===== src/rtl/pipeline_stall_controller_if.sv =====
// ============================================================================
// Module      : pipeline_stall_controller_if
// Description : Hazard-request inputs and per-stage stall/flush controls of the
//               pipeline stall controller. PERF_CNT_EN adds the perf counters.
// Revision    : 1.0 - initial release
// ============================================================================
`default_nettype none

interface pipeline_stall_controller_if;
    logic        load_use;
    logic        branch_taken;
    logic        md_start;
    logic        md_done;
    logic        dmem_busy;
    logic        PCWrite;
    logic        IF_IDWrite;
    logic        IF_IDFlush;
    logic        ID_EXWrite;
    logic        ID_EXBubble;
    logic        EX_MEMWrite;
    logic        EX_MEMBubble;
    logic        MEM_WBBubble;
    logic        stall_timeout;
    logic [1:0]  ctrl_state;
`ifdef PERF_CNT_EN
    logic [31:0] perf_stall_cycles;
    logic [31:0] perf_flush_events;
`endif

    modport master (
        output load_use, branch_taken, md_start, md_done, dmem_busy,
        input  PCWrite, IF_IDWrite, IF_IDFlush, ID_EXWrite, ID_EXBubble,
               EX_MEMWrite, EX_MEMBubble, MEM_WBBubble, stall_timeout, ctrl_state
`ifdef PERF_CNT_EN
        , input perf_stall_cycles, perf_flush_events
`endif
    );

    modport slave (
        input  load_use, branch_taken, md_start, md_done, dmem_busy,
        output PCWrite, IF_IDWrite, IF_IDFlush, ID_EXWrite, ID_EXBubble,
               EX_MEMWrite, EX_MEMBubble, MEM_WBBubble, stall_timeout, ctrl_state
`ifdef PERF_CNT_EN
        , output perf_stall_cycles, perf_flush_events
`endif
    );
endinterface

`default_nettype wire


===== src/rtl/pipeline_stall_controller.sv =====
// ============================================================================
// Module      : pipeline_stall_controller
// Description : Stall/flush sequencer for the 5-stage pipeline with a stall
//               watchdog. Optional macro PERF_CNT_EN adds perf counters.
// Revision    : 1.0 - initial release
// ============================================================================
`default_nettype none

module pipeline_stall_controller #(
    parameter int unsigned CNT_W       = 8,
    parameter int unsigned STALL_LIMIT = 200
) (
    input  wire                            clk,
    input  wire                            rst,
    pipeline_stall_controller_if.slave     ctrl_if
);

    typedef enum logic [1:0] {
        RUN      = 2'd0,
        MD_BUSY  = 2'd1,
        MEM_WAIT = 2'd2
    } state_t;

    typedef enum logic [2:0] {
        ACT_ADV     = 3'd0,
        ACT_FREEZE  = 3'd1,
        ACT_MDHOLD  = 3'd2,
        ACT_FLUSH   = 3'd3,
        ACT_LUSTALL = 3'd4
    } action_t;

    state_t           state_q, state_d;
    logic [CNT_W-1:0] cnt_q, cnt_d;
    logic             timeout_q;
    action_t          action;

    logic pc_we, ifid_we, ifid_flush, idex_we, idex_bub, exmem_we, exmem_bub, memwb_bub;

    // RUN priority rules, also reused by MEM_WAIT once memory is ready
    function automatic void run_rules(output action_t act, output state_t nxt);
        if (ctrl_if.dmem_busy) begin
            act = ACT_FREEZE;
            nxt = MEM_WAIT;
        end else if (ctrl_if.md_start && !ctrl_if.md_done) begin
            act = ACT_MDHOLD;
            nxt = MD_BUSY;
        end else if (ctrl_if.md_start) begin
            act = ACT_ADV;
            nxt = RUN;
        end else if (ctrl_if.branch_taken) begin
            act = ACT_FLUSH;
            nxt = RUN;
        end else if (ctrl_if.load_use) begin
            act = ACT_LUSTALL;
            nxt = RUN;
        end else begin
            act = ACT_ADV;
            nxt = RUN;
        end
    endfunction

    always_comb begin
        action  = ACT_ADV;
        state_d = RUN;
        case (state_q)
            RUN: run_rules(action, state_d);
            MD_BUSY: begin
                if (ctrl_if.md_done && !ctrl_if.dmem_busy) begin
                    action  = ACT_ADV;
                    state_d = RUN;
                end else if (ctrl_if.dmem_busy) begin
                    action  = ACT_FREEZE;
                    state_d = MD_BUSY;
                end else begin
                    action  = ACT_MDHOLD;
                    state_d = MD_BUSY;
                end
            end
            MEM_WAIT: begin
                if (ctrl_if.dmem_busy) begin
                    action  = ACT_FREEZE;
                    state_d = MEM_WAIT;
                end else begin
                    run_rules(action, state_d);
                end
            end
            default: begin
                action  = ACT_ADV;
                state_d = RUN;
            end
        endcase
    end

    always_comb begin
        pc_we      = 1'b1;
        ifid_we    = 1'b1;
        ifid_flush = 1'b0;
        idex_we    = 1'b1;
        idex_bub   = 1'b0;
        exmem_we   = 1'b1;
        exmem_bub  = 1'b0;
        memwb_bub  = 1'b0;
        if (rst) begin
            pc_we      = 1'b0;
            ifid_we    = 1'b0;
            ifid_flush = 1'b1;
            idex_we    = 1'b0;
            idex_bub   = 1'b1;
            exmem_we   = 1'b0;
            exmem_bub  = 1'b1;
            memwb_bub  = 1'b1;
        end else begin
            case (action)
                ACT_FREEZE: begin
                    pc_we     = 1'b0;
                    ifid_we   = 1'b0;
                    idex_we   = 1'b0;
                    exmem_we  = 1'b0;
                    memwb_bub = 1'b1;
                end
                ACT_MDHOLD: begin
                    pc_we     = 1'b0;
                    ifid_we   = 1'b0;
                    idex_we   = 1'b0;
                    exmem_bub = 1'b1;
                end
                ACT_FLUSH: begin
                    ifid_flush = 1'b1;
                    idex_bub   = 1'b1;
                end
                ACT_LUSTALL: begin
                    pc_we    = 1'b0;
                    ifid_we  = 1'b0;
                    idex_bub = 1'b1;
                end
                default: ;
            endcase
        end
    end

    // Stall-length counter: restarts on entering a stall state, saturates at all-ones
    always_comb begin
        cnt_d = '0;
        if (state_d != RUN) begin
            if (state_q == RUN)
                cnt_d = CNT_W'(1);
            else if (cnt_q == {CNT_W{1'b1}})
                cnt_d = cnt_q;
            else
                cnt_d = cnt_q + CNT_W'(1);
        end
    end

    always_ff @(posedge clk or posedge rst) begin
        if (rst) begin
            state_q   <= RUN;
            cnt_q     <= '0;
            timeout_q <= 1'b0;
        end else begin
            state_q <= state_d;
            cnt_q   <= cnt_d;
            if (cnt_d == CNT_W'(STALL_LIMIT))
                timeout_q <= 1'b1;
        end
    end

`ifdef PERF_CNT_EN
    logic [31:0] perf_stall_q;
    logic [31:0] perf_flush_q;

    always_ff @(posedge clk or posedge rst) begin
        if (rst) begin
            perf_stall_q <= '0;
            perf_flush_q <= '0;
        end else begin
            if (!pc_we)
                perf_stall_q <= perf_stall_q + 32'd1;
            if (ifid_flush)
                perf_flush_q <= perf_flush_q + 32'd1;
        end
    end

    assign ctrl_if.perf_stall_cycles = perf_stall_q;
    assign ctrl_if.perf_flush_events = perf_flush_q;
`endif

    assign ctrl_if.PCWrite       = pc_we;
    assign ctrl_if.IF_IDWrite    = ifid_we;
    assign ctrl_if.IF_IDFlush    = ifid_flush;
    assign ctrl_if.ID_EXWrite    = idex_we;
    assign ctrl_if.ID_EXBubble   = idex_bub;
    assign ctrl_if.EX_MEMWrite   = exmem_we;
    assign ctrl_if.EX_MEMBubble  = exmem_bub;
    assign ctrl_if.MEM_WBBubble  = memwb_bub;
    assign ctrl_if.stall_timeout = timeout_q;
    assign ctrl_if.ctrl_state    = state_q;

endmodule

`default_nettype wire


===== src/flat_wrapper.sv =====
// flat-port wrapper written by rule: the top's interface ports become plain ports
module pipeline_stall_controller_flat 
#(
    parameter int unsigned CNT_W       = 8,
    parameter int unsigned STALL_LIMIT = 200
)
  (clk, rst, ctrl_if_load_use, ctrl_if_branch_taken, ctrl_if_md_start, ctrl_if_md_done, ctrl_if_dmem_busy, ctrl_if_PCWrite, ctrl_if_IF_IDWrite, ctrl_if_IF_IDFlush, ctrl_if_ID_EXWrite, ctrl_if_ID_EXBubble, ctrl_if_EX_MEMWrite, ctrl_if_EX_MEMBubble, ctrl_if_MEM_WBBubble, ctrl_if_stall_timeout, ctrl_if_ctrl_state);
  pipeline_stall_controller_if ctrl_if_i ();
  input  wire clk;
  input  wire rst;
  input wire logic [$bits(ctrl_if_i.load_use)-1:0] ctrl_if_load_use;
  input wire logic [$bits(ctrl_if_i.branch_taken)-1:0] ctrl_if_branch_taken;
  input wire logic [$bits(ctrl_if_i.md_start)-1:0] ctrl_if_md_start;
  input wire logic [$bits(ctrl_if_i.md_done)-1:0] ctrl_if_md_done;
  input wire logic [$bits(ctrl_if_i.dmem_busy)-1:0] ctrl_if_dmem_busy;
  output wire logic [$bits(ctrl_if_i.PCWrite)-1:0] ctrl_if_PCWrite;
  output wire logic [$bits(ctrl_if_i.IF_IDWrite)-1:0] ctrl_if_IF_IDWrite;
  output wire logic [$bits(ctrl_if_i.IF_IDFlush)-1:0] ctrl_if_IF_IDFlush;
  output wire logic [$bits(ctrl_if_i.ID_EXWrite)-1:0] ctrl_if_ID_EXWrite;
  output wire logic [$bits(ctrl_if_i.ID_EXBubble)-1:0] ctrl_if_ID_EXBubble;
  output wire logic [$bits(ctrl_if_i.EX_MEMWrite)-1:0] ctrl_if_EX_MEMWrite;
  output wire logic [$bits(ctrl_if_i.EX_MEMBubble)-1:0] ctrl_if_EX_MEMBubble;
  output wire logic [$bits(ctrl_if_i.MEM_WBBubble)-1:0] ctrl_if_MEM_WBBubble;
  output wire logic [$bits(ctrl_if_i.stall_timeout)-1:0] ctrl_if_stall_timeout;
  output wire logic [$bits(ctrl_if_i.ctrl_state)-1:0] ctrl_if_ctrl_state;
  assign ctrl_if_i.load_use = ctrl_if_load_use;
  assign ctrl_if_i.branch_taken = ctrl_if_branch_taken;
  assign ctrl_if_i.md_start = ctrl_if_md_start;
  assign ctrl_if_i.md_done = ctrl_if_md_done;
  assign ctrl_if_i.dmem_busy = ctrl_if_dmem_busy;
  assign ctrl_if_PCWrite = ctrl_if_i.PCWrite;
  assign ctrl_if_IF_IDWrite = ctrl_if_i.IF_IDWrite;
  assign ctrl_if_IF_IDFlush = ctrl_if_i.IF_IDFlush;
  assign ctrl_if_ID_EXWrite = ctrl_if_i.ID_EXWrite;
  assign ctrl_if_ID_EXBubble = ctrl_if_i.ID_EXBubble;
  assign ctrl_if_EX_MEMWrite = ctrl_if_i.EX_MEMWrite;
  assign ctrl_if_EX_MEMBubble = ctrl_if_i.EX_MEMBubble;
  assign ctrl_if_MEM_WBBubble = ctrl_if_i.MEM_WBBubble;
  assign ctrl_if_stall_timeout = ctrl_if_i.stall_timeout;
  assign ctrl_if_ctrl_state = ctrl_if_i.ctrl_state;
  pipeline_stall_controller #(.CNT_W(CNT_W), .STALL_LIMIT(STALL_LIMIT)) u_core (.clk(clk), .rst(rst), .ctrl_if(ctrl_if_i));
endmodule

===== config.mk =====
export PLATFORM = sky130hd
export DESIGN_NAME = pipeline_stall_controller_flat
export DESIGN_NICKNAME = d
export VERILOG_FILES = /design/src/rtl/pipeline_stall_controller_if.sv /design/src/rtl/pipeline_stall_controller.sv /design/src/flat_wrapper.sv
export SDC_FILE = /design/constraint.sdc
export NUM_CORES = 1
export LEC_CHECK = 0
export BUFFER_PORTS_ARGS = -buffer_cell sky130_fd_sc_hd__buf_2
export CAP_MARGIN = 20
export CORE_MARGIN = 1.5
export CORE_UTILIZATION = 45
export DETAILED_ROUTE_END_ITERATION = 8
export GPL_ROUTABILITY_DRIVEN = 0
export PLACE_DENSITY = 0.68
export SYNTH_ARGS = -nofsm -noshare
export SYNTH_HDL_FRONTEND = slang
export SYNTH_SLANG_ARGS = --single-unit

===== constraint.sdc =====
create_clock -name clk -period 2 [get_ports clk]
set_input_delay 0.1 -clock clk [delete_from_list [all_inputs] [get_ports clk]]
set_output_delay 0.1 -clock clk [all_outputs]
set_load 0.005 [all_outputs]

# Word level (Yosys, flattened, before mapping)
# Index checks and enable logic that the tools add are counted.
[totals] reg_bits=11 elab_cells=51
[classes] addsub=1 eq_ne=8 mux=29 n_reduce_logical=10
[ops] cell="two-way mux 8 bit" n=3
[ops] cell="two-way mux 3 bit" n=6
[ops] cell="equality test 8 bit, second input constant" n=2
[ops] cell="two-way mux 1 bit" n=16
[ops] cell="adder 8 x 1 -> 8 bit, second input constant" n=1
[ops] cell="equality test 3 x 2 -> 1 bit, second input constant" n=2
[ops] cell="case mux 3 bit (2 select lines)" n=1
[ops] cell="OR reduction 2 bit" n=3
[ops] cell="two-way mux 2 bit" n=2
[ops] cell="case mux 2 bit (2 select lines)" n=1
[ops] cell="equality test 3 x 1 -> 1 bit, second input constant" n=1
[ops] cell="equality test 3 bit, second input constant" n=1
[ops] cell="OR reduction 3 bit" n=1
[ops] cell="equality test 2 x 1 -> 1 bit, second input constant" n=1
[ops] cell="equality test 2 bit, second input constant" n=1
[ops] cell="logical AND 1 bit" n=2
[ops] cell="logical NOT 1 bit" n=2
[ops] cell="logical NOT 2 bit" n=1
[ops] cell="nonzero test 2 bit" n=1

# Logic depth before layout (Yosys ltp)
[depth] depth_word=10 depth_mapped=6 depth_no_buf=5

# Worst setup path after synthesis
# No wires, ideal clock.
[synth_timing] path_kind="register to register" start="register u_core.cnt_q[0]" end="register u_core.timeout_q, in the netlist u_core.ctrl_if.stall_timeout" setup_ns=0.123 arrival_ns=1.597 required_time_ns=1.877 setup_slack_ns=0.280 stages_incl_launch_ff=7 path_buffers=1 cell_sequence="dfrtp_1 -> ha_1 -> and3_1 -> buf_6 -> a22oi_1 -> a2111oi_4 -> o221a_2"
[synth_via] elab_chain_cells=5 word_cells_on_any_way=6
[synth_rtl] item="start, declared" line_no="pipeline_stall_controller.sv:33" rtl="logic [CNT_W-1:0] cnt_q, cnt_d;"
[synth_rtl] item="start signal, assigned" line_no="pipeline_stall_controller.sv:161" rtl="cnt_q <= cnt_d;"
[synth_rtl] item="adder 8 x 1 -> 8 bit or equality test 8 bit (tied branches)" line_no="pipeline_stall_controller.sv:150, pipeline_stall_controller.sv:147"
[synth_rtl] item="two-way mux 8 bit (*)" line_no="pipeline_stall_controller.sv:147" rtl="else if (cnt_q == {CNT_W{1'b1}})"
[synth_rtl] item="two-way mux 8 bit (*)" line_no="pipeline_stall_controller.sv:145" rtl="if (state_q == RUN)"
[synth_rtl] item="two-way mux 8 bit (*)" line_no="pipeline_stall_controller.sv:144" rtl="if (state_d != RUN) begin"
[synth_rtl] item="equality test 8 bit (*)" line_no="pipeline_stall_controller.sv:162" rtl="if (cnt_d == CNT_W'(STALL_LIMIT))"
[synth_rtl] item="end signal, assigned" line_no="pipeline_stall_controller.sv:158" rtl="timeout_q <= 1'b0;"
[synth_rtl] item="end signal, assigned" line_no="pipeline_stall_controller.sv:163" rtl="timeout_q <= 1'b1;"
[synth_rtl] item="end, declared" line_no="pipeline_stall_controller.sv:34" rtl="logic timeout_q;"
# Every way passes the cells marked *; elsewhere a longest branch is shown, timed or not.
# A chain may end at the register's enable or synchronous reset.

# Worst setup path after layout
# Same ends and word-level chain as after synthesis.

==> summary.md <==
| Metric | Value |
|---|---|
| Run status | `complete, no violations` |
| Layout-stage area growth over the synthesis result | `12.9%` |
| Antenna Nets Post-Route | `0` |
| Number of antenna violations at the first check in global routing | `0` |
| Number of distinct standard cells referenced by the synthesized netlist | `38` |
| Largest family of logic cells by synthesized area | `simple AND/OR/NAND/NOR gates` |
| Worst min-delay path class | `input pin to flip-flop` |
| Peak supply drop | `0.000475 V` |
| Fraction of final layout cells sized beyond drive strength 1 | `0.237` |
| Final count of hold timing violations | `0` |
| Final-report max-slew violation count | `0` |
| Most area-hungry cell type in the Yosys netlist | `dfrtp_1` |
| Largest net degree at the start of global routing | `15` |
| F_max | `0.539 GHz` |
| Leading cell type in the layout, fill and taps excluded | `buf_2` |
| Total iterations of the first detailed-routing run | `4` |
| Synth warn | `0` |
| All-Layer GR Usage | `0.191` |
| Adder-Cell Fraction of Synth Area | `0.0150` |
| Via count of the routed design | `776` |
| Compound-gate portion of the synthesized area | `0.255` |
| Worst reg-to-reg path cell count | `5` |
| Portion of the post-synthesis area used by sequential elements | `0.330` |
| Headroom to the max-slew limit | `0.651` |
| CP Class | `flip-flop to flip-flop` |
| Area inside the core boundary | `0.00173 sq mm` |
| Measured slew at the worst slew-check pin | `0.522 ns` |
| Power density over the cells | `554 mW/mm^2` |
| DRT iter0 DRCs | `28` |
| Clk slew on worst S/H paths | `0.07 ns` |
| Number of instances in the synthesized netlist | `97` |
| Share of the clock period used by the worst path after layout | `0.927` |
| Fillers | `175` |
| H-Tree Level Count | `1` |
| Xor/xnor share of the synthesized area | `0.0105` |
| Number of placed I/O pins | `18` |
| Static leakage | `0.000410 uW` |
| Full die area | `0.00212 sq mm` |
| Maxcap violations | `0` |
| Core occupancy in the finished layout | `0.545` |
| Netlist area before placement | `833 sq um` |
| Critical path fanouts, max | `8` |
| Vias in the first global route | `638` |
| Average via count per standard cell | `5.58` |
| Syn Area/Cell | `8.59 sq um` |
| Min Tclk post-route | `1.85 ns` |
| Worst-case clock buffer depth | `2` |
| Arrival @ worst endpoint | `2.07 ns` |
| Antenna cell count | `0` |
| Top post-synthesis cells by area | `dfrtp_1 33%, a21oi_1 7.2%, nand2_1 4.5%` |
| Clock skew after layout | `0.000999 ns` |
| Overall die width | `46.0 um` |
| DRT Wirelength | `1.78 mm` |
| Starting Density | `0.483` |
| Number of flip-flops and latches in the synthesized netlist | `11` |
| Congestion Overflow GR | `0` |
| Layout net count | `123` |
| Insertion delay of the later-clocked pin in the worst-skew pair | `0.27 ns` |
| TritonCTS Buffers | `3` |
| Number of buffers inserted by post-CTS setup repair | `0` |
| Net Count, Synth | `105` |
| Hold depth | `3` |
| Post-synthesis simple-gate area fraction | `0.309` |
| Count of final setup violators | `0` |
| Buffers added on ports | `17` |
| Wire length of the first global-routing pass | `2.86 mm` |
| Unrepaired setup endpoints after global routing | `no` |
| Fraction of post-synthesis cell area in the top cell type by area | `0.330` |
| Most used cells in the layout excluding fill and tap cells | `17 x buf_2, 12 x a21oi_1, 11 x dfrtp_1` |
| Sort of element at the end of the critical path | `flip-flop` |
| Clock tree from TritonCTS | `yes` |
| Setup TNS after final layout | `0 ns` |
| Row count | `15` |
| Worst EP required | `2.21 ns` |
| DRC violations left | `0` |
| Fraction of synthesized area in multiplexers | `0.0120` |
| Kind of launch point of the worst setup path | `flip-flop` |
| Die Span Y | `46.0 um` |
| Detailed Place HPWL | `1.33 mm` |
| Clock root buffer master | `clkbuf_4` |
| WL/cell | `12.8 um` |
| Clk sink count | `11` |
-- area by class of cell --
| type | instances | area [sq um] | share of cell area |
|---|---|---|---|
| multi-input cells | 78 | 502 | 0.533 |
| inverters | 3 | 11.3 | 0.0120 |
| repair buffers | 18 | 95.1 | 0.101 |
| flip-flops and latches | 11 | 275 | 0.293 |
| well taps | 25 | 31.3 | 0.0332 |
| clock buffers | 4 | 26.3 | 0.0279 |
-- critical path: stages, from the launching register on --
cell	delay (ns)
dfrtp_1	0.44
ha_1	0.27
and3_1	0.33
a22oi_1	0.17
a2111oi_4	0.36
o221a_2	0.22
-- metal layers --
metal	routed length, um	GRT usage	share of wire	vias to the layer above
met1	864	0.263	0.49	352
li1	-	-	-	399
met4	23	0.0686	0.013	0
met3	75	0.0357	0.042	2
met2	817	0.294	0.46	23
met5	0	0	0	-
-- synth_stat cells --
| master | count |
|---|---|
| buf_6 | 2 |
| xnor2_1 | 1 |
| a2111oi_4 | 1 |
| and3b_2 | 1 |
| and3b_1 | 2 |
| or4_1 | 1 |
| buf_4 | 3 |
| a21oi_1 | 12 |
| o21ai_0 | 5 |
| ha_1 | 1 |
| o221a_2 | 1 |
| a211oi_1 | 1 |
| nor3_1 | 5 |
| a211o_4 | 1 |
| nand2_1 | 10 |
| nor2b_1 | 2 |
| and4_1 | 2 |
| nor4_1 | 1 |
| nor2_1 | 7 |
| inv_1 | 3 |
| or4b_2 | 1 |
| or2_2 | 1 |
| nand3b_1 | 1 |
| a31oi_1 | 2 |
| or2b_1 | 1 |
| a22oi_1 | 1 |
| dfrtp_1 | 11 |
| o221ai_1 | 1 |
| or3_1 | 1 |
| nand3_1 | 2 |
| o21bai_2 | 1 |
| nand4_1 | 3 |
| a21boi_0 | 2 |
| mux2i_1 | 1 |
| and3_1 | 1 |
| and2_1 | 1 |
| nand2b_1 | 3 |
| a211o_1 | 1 |
-- through the flow --
stage	hold slack (ns)	total power [uW]	std cells	instance area [sq um]	worst slack, ns
after floorplan	-0.0235	337	97	833	0.280
after global placement	0.170	370	134	905	0.226
after detailed placement	0.171	371	134	905	0.178
after CTS	0.144	528	139	941	0.156
after global routing	0.181	558	139	941	0.0397
final	0.155	521	139	941	0.146
-- state kept, by name, indices dropped and copies added, names as in the netlist --
register / flops
u_core.ctrl_if.ctrl_state: 2
u_core.ctrl_if.stall_timeout: 1
u_core.cnt_q: 8
-- report_power, final --
group / switching [uW] / total, uW / internal (uW)
Combinational: 59.2 / 111 / 51.7
Sequential: 23.1 / 257 / 234
Clock: 75.6 / 153 / 77.4
Total: 158 / 521 / 363
-- timing repair --
| action | in CTS | in global routing |
|---|---|---|
| endpoints found under the hold margin | 11 | 0 |
| hold buffers | 1 | 0 |
| gates resized for setup | 0 | 0 |
-- logic make-up (layout without fill, tap and decap cells) --
family | after synthesis | count (layout)
compound gates | 29 | 29
xor+xnor | 1 | 1
fa+ha+maj | 1 | 1
buf+inv | 8 | 25
flops | 11 | 11
mux | 1 | 1
simple gates | 46 | 46
-- path summary, 6_finish.rpt --
kind,startpoint,end,slack (ns)
worst max-delay path,u_core.cnt_q[0],u_core.ctrl_if.stall_timeout,0.15
worst min register to register,u_core.ctrl_if.stall_timeout,u_core.ctrl_if.stall_timeout,0.62
max in group asynchronous,rst,u_core.ctrl_if.ctrl_state[0],1.24
min in group asynchronous,rst,u_core.cnt_q[4],0.42
worst max register to register,u_core.cnt_q[0],u_core.ctrl_if.stall_timeout,0.15
worst min-delay path,ctrl_if_md_done,u_core.ctrl_if.ctrl_state[0],0.16
Note: power is estimated with default switching activity, not from simulation.
